===== config.mk =====
export PLATFORM = sky130hd
export DESIGN_NAME = mem_access
export DESIGN_NICKNAME = d
export VERILOG_FILES = /design/src/rtl/mem_access.sv
export SDC_FILE = /design/constraint.sdc
export NUM_CORES = 1
export LEC_CHECK = 0
export CORE_MARGIN = 2
export CORE_UTILIZATION = 30
export CTS_BUF_LIST = sky130_fd_sc_hd__clkbuf_8
export DETAILED_ROUTE_END_ITERATION = 7
export PLACE_DENSITY_LB_ADDON = 0.25
export SYNTH_ARGS = -nofsm -noshare
export SYNTH_HDL_FRONTEND = slang
export SYNTH_SLANG_ARGS = --single-unit

===== constraint.sdc =====
create_clock -name clk -period 4.8 [get_ports clk]
set_clock_uncertainty 0.1 [all_clocks]
set_input_delay 0.48 -clock clk [delete_from_list [all_inputs] [get_ports clk]]
set_output_delay 0.48 -clock clk [all_outputs]
set_load 0.02 [all_outputs]

===== src/rtl/mem_access.sv =====
// mem_access: load/store unit sitting between execute and write-back.
// Non-memory results pass through one register stage. Loads and stores
// run a single-beat data-bus transaction through an IDLE/BUSY/DONE FSM
// with a BUSY-cycle timeout.
// Optional feature macro: MEM_MISALIGN_CHK_EN. When defined, misaligned
// halfword/word accesses are rejected and reported on misalign_o. When
// undefined, the offending low address bits are cleared and the access
// proceeds.
//
// Bus handshake: bus_req_o is high for every BUSY cycle and the command
// fields (we/addr/wdata/be) hold steady while it is high. A transfer
// completes in the cycle bus_ack_i is sampled high with bus_req_o high,
// and read data is taken from bus_rdata_i in that same cycle. Inputs from
// execute are accepted when valid_i is high and the FSM is not BUSY.
module mem_access #(
  parameter int TIMEOUT = 255
) (
  input  logic        clk,
  input  logic        arst,
  input  logic        valid_i,
  input  logic [31:0] inst_i,
  input  logic        reg_w_ena_i,
  input  logic [4:0]  reg_waddr_i,
  input  logic [31:0] reg_w_data_i,
  input  logic [31:0] mem_addr_i,
  input  logic [31:0] mem_wdata_i,
  output logic        bus_req_o,
  output logic        bus_we_o,
  output logic [31:0] bus_addr_o,
  output logic [31:0] bus_wdata_o,
  output logic [3:0]  bus_be_o,
  input  logic        bus_ack_i,
  input  logic [31:0] bus_rdata_i,
  output logic        valid_o,
  output logic        reg_w_ena_o,
  output logic [4:0]  reg_waddr_o,
  output logic [31:0] reg_w_data_o,
  output logic        hold_flag_o,
  output logic        misalign_o,
  output logic        bus_err_o
);

  typedef enum logic [1:0] {
    IDLE = 2'd0,
    BUSY = 2'd1,
    DONE = 2'd2
  } state_t;

  state_t state_q, state_d;

  // Decode of the incoming instruction
  logic       is_load, is_store, is_mem, legal, mis_in, go_bus, accept;
  logic [2:0] f3;
  logic [31:0] addr_al;

  // Latched memory-access fields, held for the whole transaction
  logic        ld_q;
  logic [2:0]  f3_q;
  logic [31:0] addr_q;
  logic [31:0] wdata_q;
  logic        wena_q;
  logic [4:0]  waddr_q;
  logic [7:0]  cnt_q;
  logic        timeout_hit;

  logic [3:0]  be_c;
  logic [31:0] wd_c;
  logic [31:0] sh_c;
  logic [31:0] ld_ext;

  logic        valid_q, reg_wena_q, err_q;
  logic [4:0]  reg_waddr_q;
  logic [31:0] reg_data_q;

  // Bits of the instruction word this unit never looks at
  logic unused_ok;
  assign unused_ok = &{1'b0, inst_i[31:15], inst_i[11:7]};

  // Access-type decode and address alignment
  always_comb begin
    f3       = inst_i[14:12];
    is_load  = (inst_i[6:0] == 7'b0000011);
    is_store = (inst_i[6:0] == 7'b0100011);
    is_mem   = is_load | is_store;
    legal    = 1'b0;
    if (is_load)
      legal = (f3 == 3'b000) || (f3 == 3'b001) || (f3 == 3'b010) ||
              (f3 == 3'b100) || (f3 == 3'b101);
    else if (is_store)
      legal = (f3 == 3'b000) || (f3 == 3'b001) || (f3 == 3'b010);
`ifdef MEM_MISALIGN_CHK_EN
    mis_in = legal && (((f3[1:0] == 2'b01) && mem_addr_i[0]) ||
                       ((f3[1:0] == 2'b10) && (mem_addr_i[1:0] != 2'b00)));
`else
    mis_in = 1'b0;
`endif
    // Halfword ignores bit 0, word ignores bits 1:0
    addr_al = mem_addr_i;
    if (f3[1:0] == 2'b01)
      addr_al[0] = 1'b0;
    else if (f3[1:0] == 2'b10)
      addr_al[1:0] = 2'b00;
    accept = valid_i && (state_q != BUSY);
    go_bus = accept && is_mem && legal && !mis_in;
  end

  assign timeout_hit = (cnt_q == 8'(TIMEOUT - 1));

  // FSM state register
  always_ff @(posedge clk or posedge arst) begin
    if (arst) state_q <= IDLE;
    else      state_q <= state_d;
  end

  // FSM next-state logic
  always_comb begin
    state_d = state_q;
    case (state_q)
      IDLE, DONE: begin
        state_d = IDLE;
        if (accept && is_mem)
          state_d = go_bus ? BUSY : DONE;
      end
      BUSY: begin
        if (bus_ack_i || timeout_hit) state_d = DONE;
      end
      default: state_d = IDLE;
    endcase
  end

  // Latch access fields on acceptance; count BUSY cycles
  always_ff @(posedge clk or posedge arst) begin
    if (arst) begin
      ld_q    <= 1'b0;
      f3_q    <= 3'b000;
      addr_q  <= 32'h0;
      wdata_q <= 32'h0;
      wena_q  <= 1'b0;
      waddr_q <= 5'd0;
      cnt_q   <= 8'd0;
    end else begin
      if (accept && is_mem) begin
        ld_q    <= is_load;
        f3_q    <= f3;
        addr_q  <= addr_al;
        wdata_q <= mem_wdata_i;
        wena_q  <= reg_w_ena_i;
        waddr_q <= reg_waddr_i;
      end
      cnt_q <= (state_q == BUSY) ? cnt_q + 8'd1 : 8'd0;
    end
  end

  // Byte lanes and replicated store data from the latched access
  always_comb begin
    case (f3_q[1:0])
      2'b00: begin
        be_c = 4'b0001 << addr_q[1:0];
        wd_c = {4{wdata_q[7:0]}};
      end
      2'b01: begin
        be_c = 4'b0011 << {addr_q[1], 1'b0};
        wd_c = {2{wdata_q[15:0]}};
      end
      default: begin
        be_c = 4'b1111;
        wd_c = wdata_q;
      end
    endcase
  end

  // Load lane extraction and sign/zero extension
  always_comb begin
    sh_c = bus_rdata_i >> {addr_q[1:0], 3'b000};
    case (f3_q)
      3'b000:  ld_ext = {{24{sh_c[7]}}, sh_c[7:0]};
      3'b001:  ld_ext = {{16{sh_c[15]}}, sh_c[15:0]};
      3'b100:  ld_ext = {24'h0, sh_c[7:0]};
      3'b101:  ld_ext = {16'h0, sh_c[15:0]};
      default: ld_ext = sh_c;
    endcase
  end

  assign hold_flag_o = (state_q == BUSY);
  assign bus_req_o   = hold_flag_o;
  assign bus_we_o    = hold_flag_o && !ld_q;
  assign bus_addr_o  = hold_flag_o ? {addr_q[31:2], 2'b00} : 32'h0;
  assign bus_be_o    = hold_flag_o ? be_c : 4'b0000;
  assign bus_wdata_o = bus_we_o ? wd_c : 32'h0;

  // Write-back result register: pass-through, completion, abort
  always_ff @(posedge clk or posedge arst) begin
    if (arst) begin
      valid_q     <= 1'b0;
      reg_wena_q  <= 1'b0;
      reg_waddr_q <= 5'd0;
      reg_data_q  <= 32'h0;
      err_q       <= 1'b0;
    end else begin
      valid_q    <= 1'b0;
      reg_wena_q <= 1'b0;
      err_q      <= 1'b0;
      if (state_q == BUSY) begin
        if (bus_ack_i) begin
          valid_q     <= 1'b1;
          reg_wena_q  <= ld_q & wena_q;
          reg_waddr_q <= waddr_q;
          reg_data_q  <= ld_q ? ld_ext : 32'h0;
        end else if (timeout_hit) begin
          valid_q     <= 1'b1;
          err_q       <= 1'b1;
          reg_waddr_q <= waddr_q;
          reg_data_q  <= 32'h0;
        end
      end else if (accept) begin
        if (!is_mem) begin
          valid_q     <= 1'b1;
          reg_wena_q  <= reg_w_ena_i;
          reg_waddr_q <= reg_waddr_i;
          reg_data_q  <= reg_w_data_i;
        end else if (!go_bus) begin
          valid_q     <= 1'b1;
          reg_waddr_q <= reg_waddr_i;
          reg_data_q  <= 32'h0;
        end
      end
    end
  end

`ifdef MEM_MISALIGN_CHK_EN
  logic mis_q;
  // One-cycle pulse accompanying a rejected misaligned access
  always_ff @(posedge clk or posedge arst) begin
    if (arst) mis_q <= 1'b0;
    else      mis_q <= accept && mis_in;
  end
  assign misalign_o = mis_q;
`else
  assign misalign_o = 1'b0;
`endif

  assign valid_o      = valid_q;
  assign reg_w_ena_o  = reg_wena_q;
  assign reg_waddr_o  = reg_waddr_q;
  assign reg_w_data_o = reg_data_q;
  assign bus_err_o    = err_q;

endmodule


**After elaboration in Yosys (flattened, before gate mapping)**

Index checks and enable logic that the tools add are counted.

- Add/subtract/negate cells: 1
- Equal/unequal tests: 19
- Shift operators: 3
- Muxes and demuxes: 41
- Bitwise operators: 2
- Reduce and logical (&&, ||, !) cells: 17

Operator list:

| kind | number |
|---|---|
| $mux W32 | 9 |
| $pmux W32 S4 | 1 |
| $pmux W32 S2 | 1 |
| $shr A32 B5 Y32 | 1 |
| $mux W5 | 6 |
| $mux W1 | 16 |
| $eq A3 B3 Y1 const B | 4 |
| $add A8 B1 Y8 const B | 1 |
| $eq A8 B8 Y1 const B | 1 |
| $mux W2 | 4 |
| $mux W8 | 1 |
| $pmux W4 S2 | 1 |
| $eq A7 B2 Y1 const B | 1 |
| $eq A7 B6 Y1 const B | 1 |
| $eq A2 B1 Y1 const B | 3 |
| $eq A3 B1 Y1 const B | 2 |
| $logic_not A3 Y1 | 2 |
| $logic_or A1 B1 Y1 | 5 |
| $eq A2 B2 Y1 const B | 2 |
| $logic_and A1 B1 Y1 | 4 |
| $logic_not A2 Y1 | 2 |
| $mux W4 | 1 |
| $ne A2 B1 Y1 const B | 2 |
| $pmux W2 S2 | 1 |
| 11 further kinds | 11 |

- Register bits after elaboration: 124
- Output and inout port bits: 112
- Logic and storage cells: 96

**Logic depth before layout (Yosys ltp)**

Gate-level depths: netlist of run 1.

- Depth after elaboration: 11
- Depth in mapped cells: 8

**Worst setup path after synthesis of run 1**

Ideal clock, no wire load.

- Path type: flip-flop to output port
- Start point: register state_q[1]
- End point: output port bus_addr_o[23]
- Arrival: 1.763 ns
- Data required time: 4.220 ns
- Setup slack: 2.457 ns
- Cell stages (with the launch flop): 7
- Path through: dfrtp_1 > nand2b_1 > buf_2 > inv_1 > buf_1 > clkbuf_1 > and2_1

- Longest elaborated chain between the ends: 2

Ends and longest elaborated chain:

| item | line | RTL |
|---|---|---|
| from (decl) | 49 | `state_t state_q, state_d;` |
| from (signal assigned) | 112 | `else state_q <= state_d;` |
| $eq A2 B1 Y1 | 184 | `assign hold_flag_o = (state_q == BUSY);` |
| via bus_req_o | 27 | `output logic bus_req_o,` |
| $mux W32 | 187 | `assign bus_addr_o = hold_flag_o ? {addr_q[31:2], 2'b00} : 32'h0;` |
| to (decl) | 29 | `output logic [31:0] bus_addr_o,` |

The timed path passes the listed nets, and every way through them passes these cells.

**Worst setup path in the final report of run 1**

- Start point: register f3_q[0]
- End point: output port bus_wdata_o[15]

- Longest elaborated chain between the ends: 3
- Elaborated cells between the ends (all ways): 4
- Those cells by class: eq/ne (1); mux (2); reduce/logical (1)

Ends and longest elaborated chain:

| item | line | RTL |
|---|---|---|
| from (decl) | 58 | `logic [2:0] f3_q;` |
| from (signal assigned) | 135 | `f3_q <= 3'b000;` |
| from (signal assigned) | 144 | `f3_q <= f3;` |
| $eq A2 B1 Y1 / $logic_not A2 Y1 (equally long branches) | 156 | `case (f3_q[1:0])` |
| $pmux W32 S2 * | 156 |  |
| $mux W32 * | 189 | `assign bus_wdata_o = bus_we_o ? wd_c : 32'h0;` |
| to (decl) | 30 | `output logic [31:0] bus_wdata_o,` |

Every way passes the cells marked *; elsewhere a longest branch is shown, timed or not.

==> results of run 1 <==
## how the worst min path moves through the flow
stage                     slack [ns]  cells past startpoint             end           start
final                           0.38                      2       addr_q[1]       addr_q[1]
after global routing            0.41                      1      addr_q[28]      addr_q[28]
after CTS                       0.39                      2  reg_waddr_o[4]  reg_waddr_o[4]
after detailed placement        0.37                      2  reg_waddr_o[4]  reg_waddr_o[4]
after global placement          0.36                      2  reg_waddr_o[1]  reg_waddr_o[1]
after floorplan                 0.35                      1        cnt_q[0]        cnt_q[0]
## layout make-up
type                       instances  area [um^2]  area share, %
timing repair buffer             269         2670           27.8
clock inverter                    13          141           1.47
clock buffer                      19          262           2.72
tap                              275          344           3.58
multi-input combinational        435         3010           31.3
inverter                          22         85.1          0.884
sequential                       124         3100           32.2
## cells by family after synthesis
logic type      Yosys count  synth area share [%]
simple gates            169                  12.7
compound gates          148                  14.5
flops                   124                  48.3
mux                     108                  18.4
buf+inv                  72                  4.93
xor+xnor                  5                 0.682
fa+ha+maj                 2                 0.390
other cells               1                0.0584
## through the flow
step / utilization, % / instances
final: 45.8 / 1157
after global placement: 43.9 / 1125
after global routing: 45.8 / 1157
after floorplan: - / 631
after detailed placement: 43.9 / 1125
after CTS: 45.8 / 1157
## worst reg2reg max path: cells and delay by family, from the launching register on
kind               cells  cell delay, ns
DFF                    1            0.86
and+or+nand+nor        2            0.30
AOI/OAI and AO/OA      2            0.86
muxes                  1            0.41
## power groups by stage
stage | sequential [mW] | combinational, mW | clock (mW)
after floorplan | 1.27 | 0.299 | 0
after CTS | 1.24 | 0.602 | 0.989
after detailed placement | 1.26 | 0.600 | 0
after global routing | 1.25 | 0.649 | 1.04
after global placement | 1.25 | 0.594 | 0
final | 1.23 | 0.594 | 0.960
## registers in the layout (all words and copies together) (netlist names), 2 cells and up
| register | count |
|---|---|
| addr_q | 32 |
| cnt_q | 8 |
| f3_q | 3 |
| reg_w_data_o | 32 |
| reg_waddr_o | 5 |
| state_q | 2 |
| waddr_q | 5 |
| wdata_q | 32 |
## placed cells by master, fill, tap and decap left out, types with 20 or more instances in the layout
cell type and count:
a21oi_1 60, and2_1 40, clkdlybuf4s50_1 256, dfrtp_1 124
inv_1 20, mux2_2 69, mux2i_1 37, nand2_1 46
nor2_1 46, o21ai_0 40
## metal layers
layer	global-route usage [%]	vias up	routed length [um]
li1	-	2678	-
met1	24.4	2726	9210
met2	28.5	225	9590
met3	6.42	13	1870
met4	4.20	0	160
met5	0	-	0
==> impl_metrics.tcl, run 1 <==
set metrics [dict create \
    ir_drop_mv 0.187 \
    fin_crit_sh_pct 73.6 \
    final_hold_viol_count 0 \
    cp_max_fo 15 \
    whs_ns 0.384 \
    synth_common_cells "dfrtp_1, mux2_2, a21oi_1" \
    fillers 2065 \
    crit_cells 5 \
    cpPeakStageDelay_ns 0.67 \
    wl_per_cell_um 18.0 \
    fin_crit_ns 3.53 \
    power_mw 2.79 \
    combPwrFrac_pct 21.3 \
    synth-edff-count 0 \
    rr_worst_depth 5 \
    cp-start-kind "register" \
    ys_warn_count 0 \
    drtAntennaViolNets 0 \
    worstMarginPinSlew_ns 1.06 \
    max_cap_violations 0 \
    ctsResizeCount 0 \
    p_seq_share_pct 44.3 \
    via_per_inst 4.88 \
    critPathCapture "bus_wdata_o[15]" \
    antenna_found_initial 0 \
    place_area_um2 9220 \
    clockBufferDepth 2 \
    drv_slew 0 \
    drt-total-wl_um 20800 \
    synthTopCellsByArea "dfrtp_1, mux2_2, mux2i_1, a21oi_1, and2_1" \
    io_pins 282 \
    drive_above_1_share_pct 13.9 \
    power_density_nw_per_um2 290 \
    required_ns 4.22 \
    ys_async_sr_fraction_pct 100 \
    timing.fmax_mhz 283 \
    cts_setup_buffers 0 \
    cts_tree "yes" \
    h-tree-depth 4 \
    slowest_stage "nor2_1" \
    grt_pass1_vias 5553 \
    p_sw_share_pct 29.6 \
    hp-class "register to register" \
    numPortBuffers 256 \
    num_antenna_cells 0 \
    coreArea_um2 21000 \
    hpwl_um 14800 \
    critPathKind "register to output port" \
    ys.flop_type "dfrtp_1" \
    post-place-ws_ns 1.70 \
    r2r-end "reg_w_data_o[23]" \
    clk_latency_ns 0.44 \
    synthesis.instances 629 \
    setup_slack_ns 1.27 \
    r2r-start "addr_q[0]" \
    internal_power_mw 1.96 \
    ys_seq_elements 124 \
    syn_to_final_growth_pct 49.9 \
    worstPathCellList "nor2_1 -> buf_4 -> nand2_1 -> a21oi_1 -> clkdlybuf4s50_1" \
    crit_family "buffers and inverters" \
    die-area_um2 22600 \
    die_h_um 150 \
    clk_pin_slew_ns 0.08 \
    cp.arrival_ns 2.95 \
    synth_top_cell_by_area "dfrtp_1" \
    die_w_um 150 \
    gp_congestion 0.799 \
    reg2reg_slack_ns 2.18 \
    nets 1041 \
    root_buffer "clkbuf_8" \
    drc_errors 0 \
    clock_power_share_pct 34.4 \
    post-synth-top-count-cell "dfrtp_1" \
    rsz0062_at_grt "no" \
    yosysUniqueCellTypes 47 \
    p_sw_mw 0.825 \
    overflow 0 \
    grt_pass1_wl_um 31400 \
    status "finished clean" \
    finalSetupTns_ns 0 \
    yosys.area.top_type_share_pct 48.3 \
    vias 5642 \
    finish.instance_area_um2 9620 \
    finalSetupViolations 0 \
    avgSynthCellArea_um2 10.2 \
    drt_iter0_markers 258 \
    crit_path_end_kind "output port" \
    crit_start "f3_q[0]" \
    cts.sinks 124 \
    cts_made_buffers 17 \
    hold_buffers 0 \
    yosysSeqAreaShare_pct 48.3 \
    initial_core_util_pct 30.5 \
    grt_max_degree 80 \
    slew_headroom_pct 29.1 \
    syn_area_um2 6420 \
    critical_path_buf_inv_count 2 \
    drt-pass1-iter-count 5 \
    grtUsageTotal_pct 18.3 \
    leakagePower_nw 4.04 \
    std_cell_rows 53 \
]
Note: power is estimated with default switching activity, not from simulation.
==> inputs of run 2 (changes only) <==
==> constraint.sdc (replaced) <==
create_clock -name clk -period 3.3 [get_ports clk]
set_clock_uncertainty 0.1 [all_clocks]
set_input_delay 0.33 -clock clk [delete_from_list [all_inputs] [get_ports clk]]
set_output_delay 0.33 -clock clk [all_outputs]
set_load 0.02 [all_outputs]
==> run 2 against run 1 <==
Against the previous run: die area unchanged; sequential cell count stayed put; register-to-register slack worse by 1.4 ns; wire length decreased by 1.2%; power increased by 53%; sequential power grew 46%; worst hold slack lost 0.079 ns; sequential share of layout area shrank 0.41 points; clock power is 66% higher; critical endpoint is now bus_be_o[1]; largest cell class unchanged.
==> impl_metrics.tcl, run 2 (same netlist as run 1, synthesis figures left out) <==
set metrics [dict create \
    initial_core_util_pct 30.5 \
    fin_crit_ns 3.02 \
    wl_met3_um 2060 \
    fin_crit_sh_pct 91.6 \
    timing.fmax_mhz 331 \
    final_cells 1164 \
    drt-pass1-iter-count 5 \
    drt_iter0_markers 177 \
    syn_to_final_growth_pct 51.9 \
    critPathKind "register to output port" \
    cts.sinks 124 \
    drt-total-wl_um 20600 \
    cp-start-kind "register" \
    finalSetupTns_ns 0 \
    clk_latency_ns 0.44 \
    worstMarginPinSlew_ns 0.954 \
    clk_pin_slew_ns 0.09 \
    wirelength_met1_um 8730 \
    max_cap_violations 0 \
    crit_path_end_kind "output port" \
    leakagePower_nw 4.10 \
    grt_pass1_vias 5778 \
    grt_pass1_wl_um 31700 \
    grtUsageTotal_pct 18.3 \
    p_sw_share_pct 29.4 \
    power_density_nw_per_um2 437 \
    clockBufferDepth 2 \
    hp-class "primary input to asynchronous set/reset pin" \
    dp.cells 1130 \
    cts_made_buffers 17 \
    rsz0062_at_grt "no" \
    internal_power_mw 3.01 \
    overflow 0 \
    finalSetupViolations 0 \
    slew_headroom_pct 36.3 \
    ctsResizeCount 0 \
    die_w_um 150 \
    cts_tree "yes" \
    wl_met2_um 9540 \
    grt_max_degree 51 \
    highest_layer "met4" \
    drv_slew 0 \
    cp.arrival_ns 2.59 \
    std_cell_rows 53 \
    hpwl_um 14900 \
    clock_power_share_pct 37.3 \
    wl_per_cell_um 17.7 \
    h-tree-depth 4 \
    combPwrFrac_pct 20.5 \
    status "finished clean" \
    cp_max_fo 19 \
    antenna_found_initial 2 \
    fin_util_pct 46.4 \
    final_common_cell "clkdlybuf4s50_1" \
    io_pins 282 \
    coreArea_um2 21000 \
    hold_buffers 0 \
    final_hold_viol_count 0 \
    drtAntennaViolNets 0 \
    vias 5595 \
    drive_above_1_share_pct 14.4 \
    root_buffer "clkbuf_8" \
    p_seq_share_pct 42.2 \
    cts_setup_buffers 0 \
    die-area_um2 22600 \
    ir_drop_mv 0.247 \
    drc_errors 0 \
    nets 1046 \
    p_sw_mw 1.25 \
    layout_common_cells "clkdlybuf4s50_1, dfrtp_1, mux2_2" \
    numPortBuffers 256 \
    die_h_um 150 \
    via_per_inst 4.81 \
    required_ns 2.87 \
    gp_congestion 0.770 \
]
[run 2: cell count changes in the layout (fill, tap and decap cells not counted)]
cell        change
clkbuf_8        -2
inv_6           +3
clkinvlp_4      -1
buf_4           +3
diode_2         +2
inv_8           +4
buf_12          +2
clkinv_4        -2
clkinv_2        -3
inv_4           -1
bufinv_16       +2
[run 2: cell type report]
type,count,area [um^2]
Tap cell,275,344
Inverter,22,86.3
Antenna cell,2,5.00
Sequential cell,124,3100
Clock inverter,15,225
Fill cell,2060,11300
Timing Repair Buffer,274,2740
Multi-Input combinational cell,435,3010
Clock buffer,17,234
[run 2: worst paths after layout]
check	slack [ns]	start	cells past startpoint	end
max in group asynchronous	2.08	arst	3	addr_q[23]
worst max-delay path	0.28	f3_q[1]	3	bus_be_o[1]
worst min register to register	0.38	reg_waddr_o[1]	2	reg_waddr_o[1]
min in group clk	0.36	mem_addr_i[0]	3	addr_q[0]
worst min-delay path	0.31	arst	2	addr_q[7]
worst max register to register	0.77	state_q[1]	7	reg_w_data_o[14]
[run 2: critical path, stage by stage, from the launching register on]
cell and delay, ns:
dfrtp_1 0.75, clkinv_1 0.49, a21oi_1 0.25, clkdlybuf4s50_1 0.66
[run 2: power groups by stage]
stage	Sequential, mW	Clock (mW)	Combinational (mW)
2_1_floorplan	1.84	0	0.436
3_3_place_gp	1.82	0	0.869
3_5_place_dp	1.83	0	0.878
4_1_cts	1.80	1.65	0.881
5_1_grt	1.82	1.71	0.952
6_report	1.80	1.59	0.872
[run 2: metal layers]
metal	vias to the layer above	global-route usage [%]
met4	0	4.76
met3	15	7.61
met2	203	29.9
met5	-	0
met1	2687	22.4
li1	2690	-
[run 2: through the flow]
stage,hold slack [ns],total power [mW],setup slack [ns],instance area (um^2)
finish,0.305,4.26,0.277,9750
global route,0.339,4.49,0.0884,9740
CTS,0.315,4.33,0.193,9740
detailed placement,0.370,2.71,0.600,9280
global placement,0.362,2.69,0.634,9280
floorplan,0.302,2.28,1.11,6430
==> RTL edit 1 (config.mk and constraints of run 1) <==
The option `MEM_MISALIGN_CHK_EN` is turned on by a define.
--- a/src/rtl/mem_access.sv
+++ b/src/rtl/mem_access.sv
@@ -14,2 +14,4 @@
 // execute are accepted when valid_i is high and the FSM is not BUSY.
+`define MEM_MISALIGN_CHK_EN
+
 module mem_access #(
Function: changed (Yosys sat finds a counterexample within 4 cycles, from zero or initial values and one cycle with arst high).
==> RTL edit 1 against run 1 <==
Worst setup slack better by 110 ps; sequential cell count is 1 higher; total power is 1.7% higher; routed wire length is 6.0% higher; core utilization is 0.63 points lower; area after synthesis is 5.1% higher; non-clock buffer count stayed put; cell area is 3.0% higher; global-route usage is 0.49 points higher; clock power is 2.4% higher.
==> RTL edit 1: results (changes against run 1) <==
metric,value,unit,change
Worst R2R Setup Slack,1750,ps,-430 ps
Clock buf/inv share,0.0408,,-0.00110
Max Freq,292,MHz,+3.2%
R2R cell count,6,,+1
largest net degree at the start of global routing,75,,-6.3%
reg2reg end,reg_w_data_o[8]$_DFFE_PP0P_,,
critical path's slowest cell,dfrtp_1,,
Seq pwr share,0.441,,-0.002
crit path from,f3_q[1]$_DFFE_PP0P_,,
share of cells above drive strength 1,0.192,,+0.0530
total power,2.84,mW,+1.7%
final HPWL from detailed placement,15200,um,+2.8%
post-route cell area,9910,um^2,+3.0%
area of the multi-input gates,3340,um^2,+11%
drt via density,5.06,,+3.7%
# fillers,2092,,+1.3%
Area after DPL,9510,um^2,+3.1%
"flops & latches, synth",125,,+0.81%
pre-CTS WS,1640,ps,-51.9 ps
register area,3130,um^2,+0.81%
global-route usage over all layers,0.187,,+0.00494
FF-to-FF Start,cnt_q[0]$_DFF_PP0_,,
Non-clk invs,5,,-77%
first-pass GRT wire length,34300,um,+9.1%
status,finished clean,,
ranking of synthesized cells by area,"dfrtp_1, mux2_2, mux2i_1",,
sequential share of the synthesized area,0.464,,-0.0196
Final #Nets,1012,,-2.8%
Worst VDD drop,0.195,mV,+4.2%
vias in the first global route,5967,,+7.5%
GP Congestion,0.798,,-0.10%
die area,23700,um^2,+4.9%
multi-input gate count,422,,-3.0%
DRT iter0 DRCs,288,,+12%
largest fanout on the critical path,21,,+6
TritonRoute pass-1 iters,6,,+1
WP data arrival,2840,ps,-110 ps
commonest cells in the netlist,"dfrtp_1, mux2_2, nor2_1",,
IO Port Bufs,257,,+0.39%
Hold Slack,385,ps,+1.05 ps
Int Power,2.01,mW,+2.6%
Leak Pwr,4.05,nW,+0.17%
NonClk Buf Share,0.269,,-0.00914
-- RTL edit 1: cells by family after synthesis --
logic type,count (synthesis),synth area share
buffers and inverters,56,0.0425
muxes,121,0.208
xor gates and xnor gates,4,0.00520
other,1,0.000556
adders and majority gates,2,0.00371
DFF,125,0.464
AOI/OAI and AO/OA,128,0.144
and+or+nand+nor,165,0.132
-- RTL edit 1: layer usage --
metal,routed length [um],vias to the layer above,part of all wire,GRT usage
met4,435,0,0.020,0.0650
met3,2040,26,0.092,0.0665
met2,10000,250,0.46,0.298
met5,0,-,0,0
met1,9550,2791,0.43,0.237
li1,-,2659,-,-
-- RTL edit 1: worst max-delay path: cells and delay by family (launching register included) --
| kind | cells | cell delay [ps] |
|---|---|---|
| flip-flops | 1 | 900 |
| buffers and inverters | 1 | 660 |
| AO/OA/AOI/OAI | 1 | 220 |
| AND/OR/NAND/NOR | 2 | 630 |
==> RTL edit 2 (flow settings as in run 1) <==
Made on the original files. Register the output `bus_err_o` once more, with the module's reset; this adds one clock of latency there. The other outputs are not delayed to match.
--- a/src/rtl/mem_access.sv
+++ b/src/rtl/mem_access.sv
@@ -245,3 +245,9 @@
   assign reg_w_data_o = reg_data_q;
-  assign bus_err_o    = err_q;
+  always_ff @(posedge clk or posedge arst) begin
+    if (arst) begin
+      bus_err_o <= '0;
+    end else begin
+      bus_err_o <= err_q;
+    end
+  end
 
Behaviour: no difference found for any inputs over 4 cycles, from zero or initial values and one cycle with arst high; that may be too few to reach the edited logic, so the function may still have changed.
==> RTL edit 2 against run 1 <==
Synthesized cell count rose by 0.16%; cell area barely moved; sequential cell count rose by 1; worst setup slack improved by 29 ps; total power barely moved; routed wire length fell by 2.5%; critical path depth did not move; area after synthesis rose by 0.39%; critical endpoint is now bus_wdata_o[9]; highest routed layer unchanged.
==> RTL edit 2: results (changes against run 1) <==
metric,value,unit,change
status,finished clean,,
Int Power,1.95,mW,-0.72%
initial antenna violation count,1,,+1
register area,3130,um^2,+0.81%
Compound-Gate Fraction of Synth Area,0.145,,-0.000564
Worst R2R Setup Slack,2020,ps,-160 ps
total power,2.79,mW,about the same
Repair and plain buffers,267,,-0.74%
hold path start,err_q$_DFF_PP0_,,
global-route usage over all layers,0.178,,-0.00503
R2R cell count,8,,+3
commonest cells in the netlist,"dfrtp_1, mux2_2, a21oi_1",,
DRT iter0 DRCs,172,,-33%
DP Cell Count,1124,,-0.089%
WP data arrival,2930,ps,-20 ps
FF-to-FF Start,state_q[0]$_DFFE_PP0P_,,
Worst VDD drop,0.166,mV,-11%
Hold Slack,263,ps,-121 ps
met1 Use GR,0.220,,-0.0232
met1 WL,8630,um,-6.3%
critical path's slowest cell,dfrtp_1,,
fin cells,1157,,unchanged
Slew HR,0.282,,-0.00947
pre-CTS WS,1600,ps,-96.9 ps
met3 GRT Util,0.0667,,+0.00242
Min-Delay Endpoint,bus_err_o$_DFF_PP0_,,
# fillers,2039,,-1.3%
ranking of synthesized cells by area,"dfrtp_1, mux2_2, mux2i_1",,
share of cells above drive strength 1,0.137,,-0.00211
post-synthesis xor/xnor area fraction,0.00680,,-0.0000265
Hold Path Depth,0,,-2
Final #Nets,1040,,-0.096%
antenna diode count,1,,+1
Cells after Synth,630,,+0.16%
drt via density,4.83,,-0.85%
Routed WL,20300,um,-2.5%
reg2reg end,reg_w_data_o[15]$_DFFE_PP0P_,,
DR WL met2,9480,um,-1.2%
mux cell area share after synthesis,0.183,,-0.000715
vias in the first global route,5667,,+2.1%
grt met2 use,0.293,,+0.00818
post-cts gate resize count,0,,unchanged
sequential cell area share,0.325,,+0.00235
GP Congestion,0.804,,+0.61%
NonClk Buf Share,0.276,,-0.00178
Met3 Wirelength,1970,um,+5.6%
TritonRoute pass-1 iters,4,,-1
"flops & latches, synth",125,,+0.81%
end-of-flow core utilization,0.458,,about the same
final HPWL from detailed placement,14300,um,-3.5%
P_clk,0.954,mW,-0.6%
Post-Synth Adder-Cell Area,0.00388,,-0.0000151
Leak Pwr,4.05,nW,+0.21%
first-pass GRT wire length,31200,um,-0.92%
Clock buf/inv share,0.0413,,-0.000553
==> RTL edit 2: changes by cell type in the layout (fill, tap and decap cells not counted) <==
cell and change:
clkinv_4 +2, dfrtp_1 +1, clkinvlp_4 -2, inv_6 +1, clkbuf_8 -2, inv_8 +1, diode_2 +1, buf_4 -2
==> RTL edit 2: worst max-delay path by stage <==
| stage | startpoint | to | slack [ps] | cells past startpoint |
|---|---|---|---|---|
| floorplan | arst | addr_q[0]$_DFFE_PP0P_ | 890 | 1 |
| detailed placement | inst_i[3] | reg_w_data_o[15]$_DFFE_PP0P_ | 1600 | 7 |
| global placement | inst_i[3] | reg_w_data_o[15]$_DFFE_PP0P_ | 1590 | 7 |
| global route | f3_q[0]$_DFFE_PP0P_ | bus_wdata_o[9] | 1020 | 5 |
| CTS | f3_q[0]$_DFFE_PP0P_ | bus_wdata_o[9] | 1240 | 5 |
| finish | f3_q[0]$_DFFE_PP0P_ | bus_wdata_o[9] | 1290 | 5 |
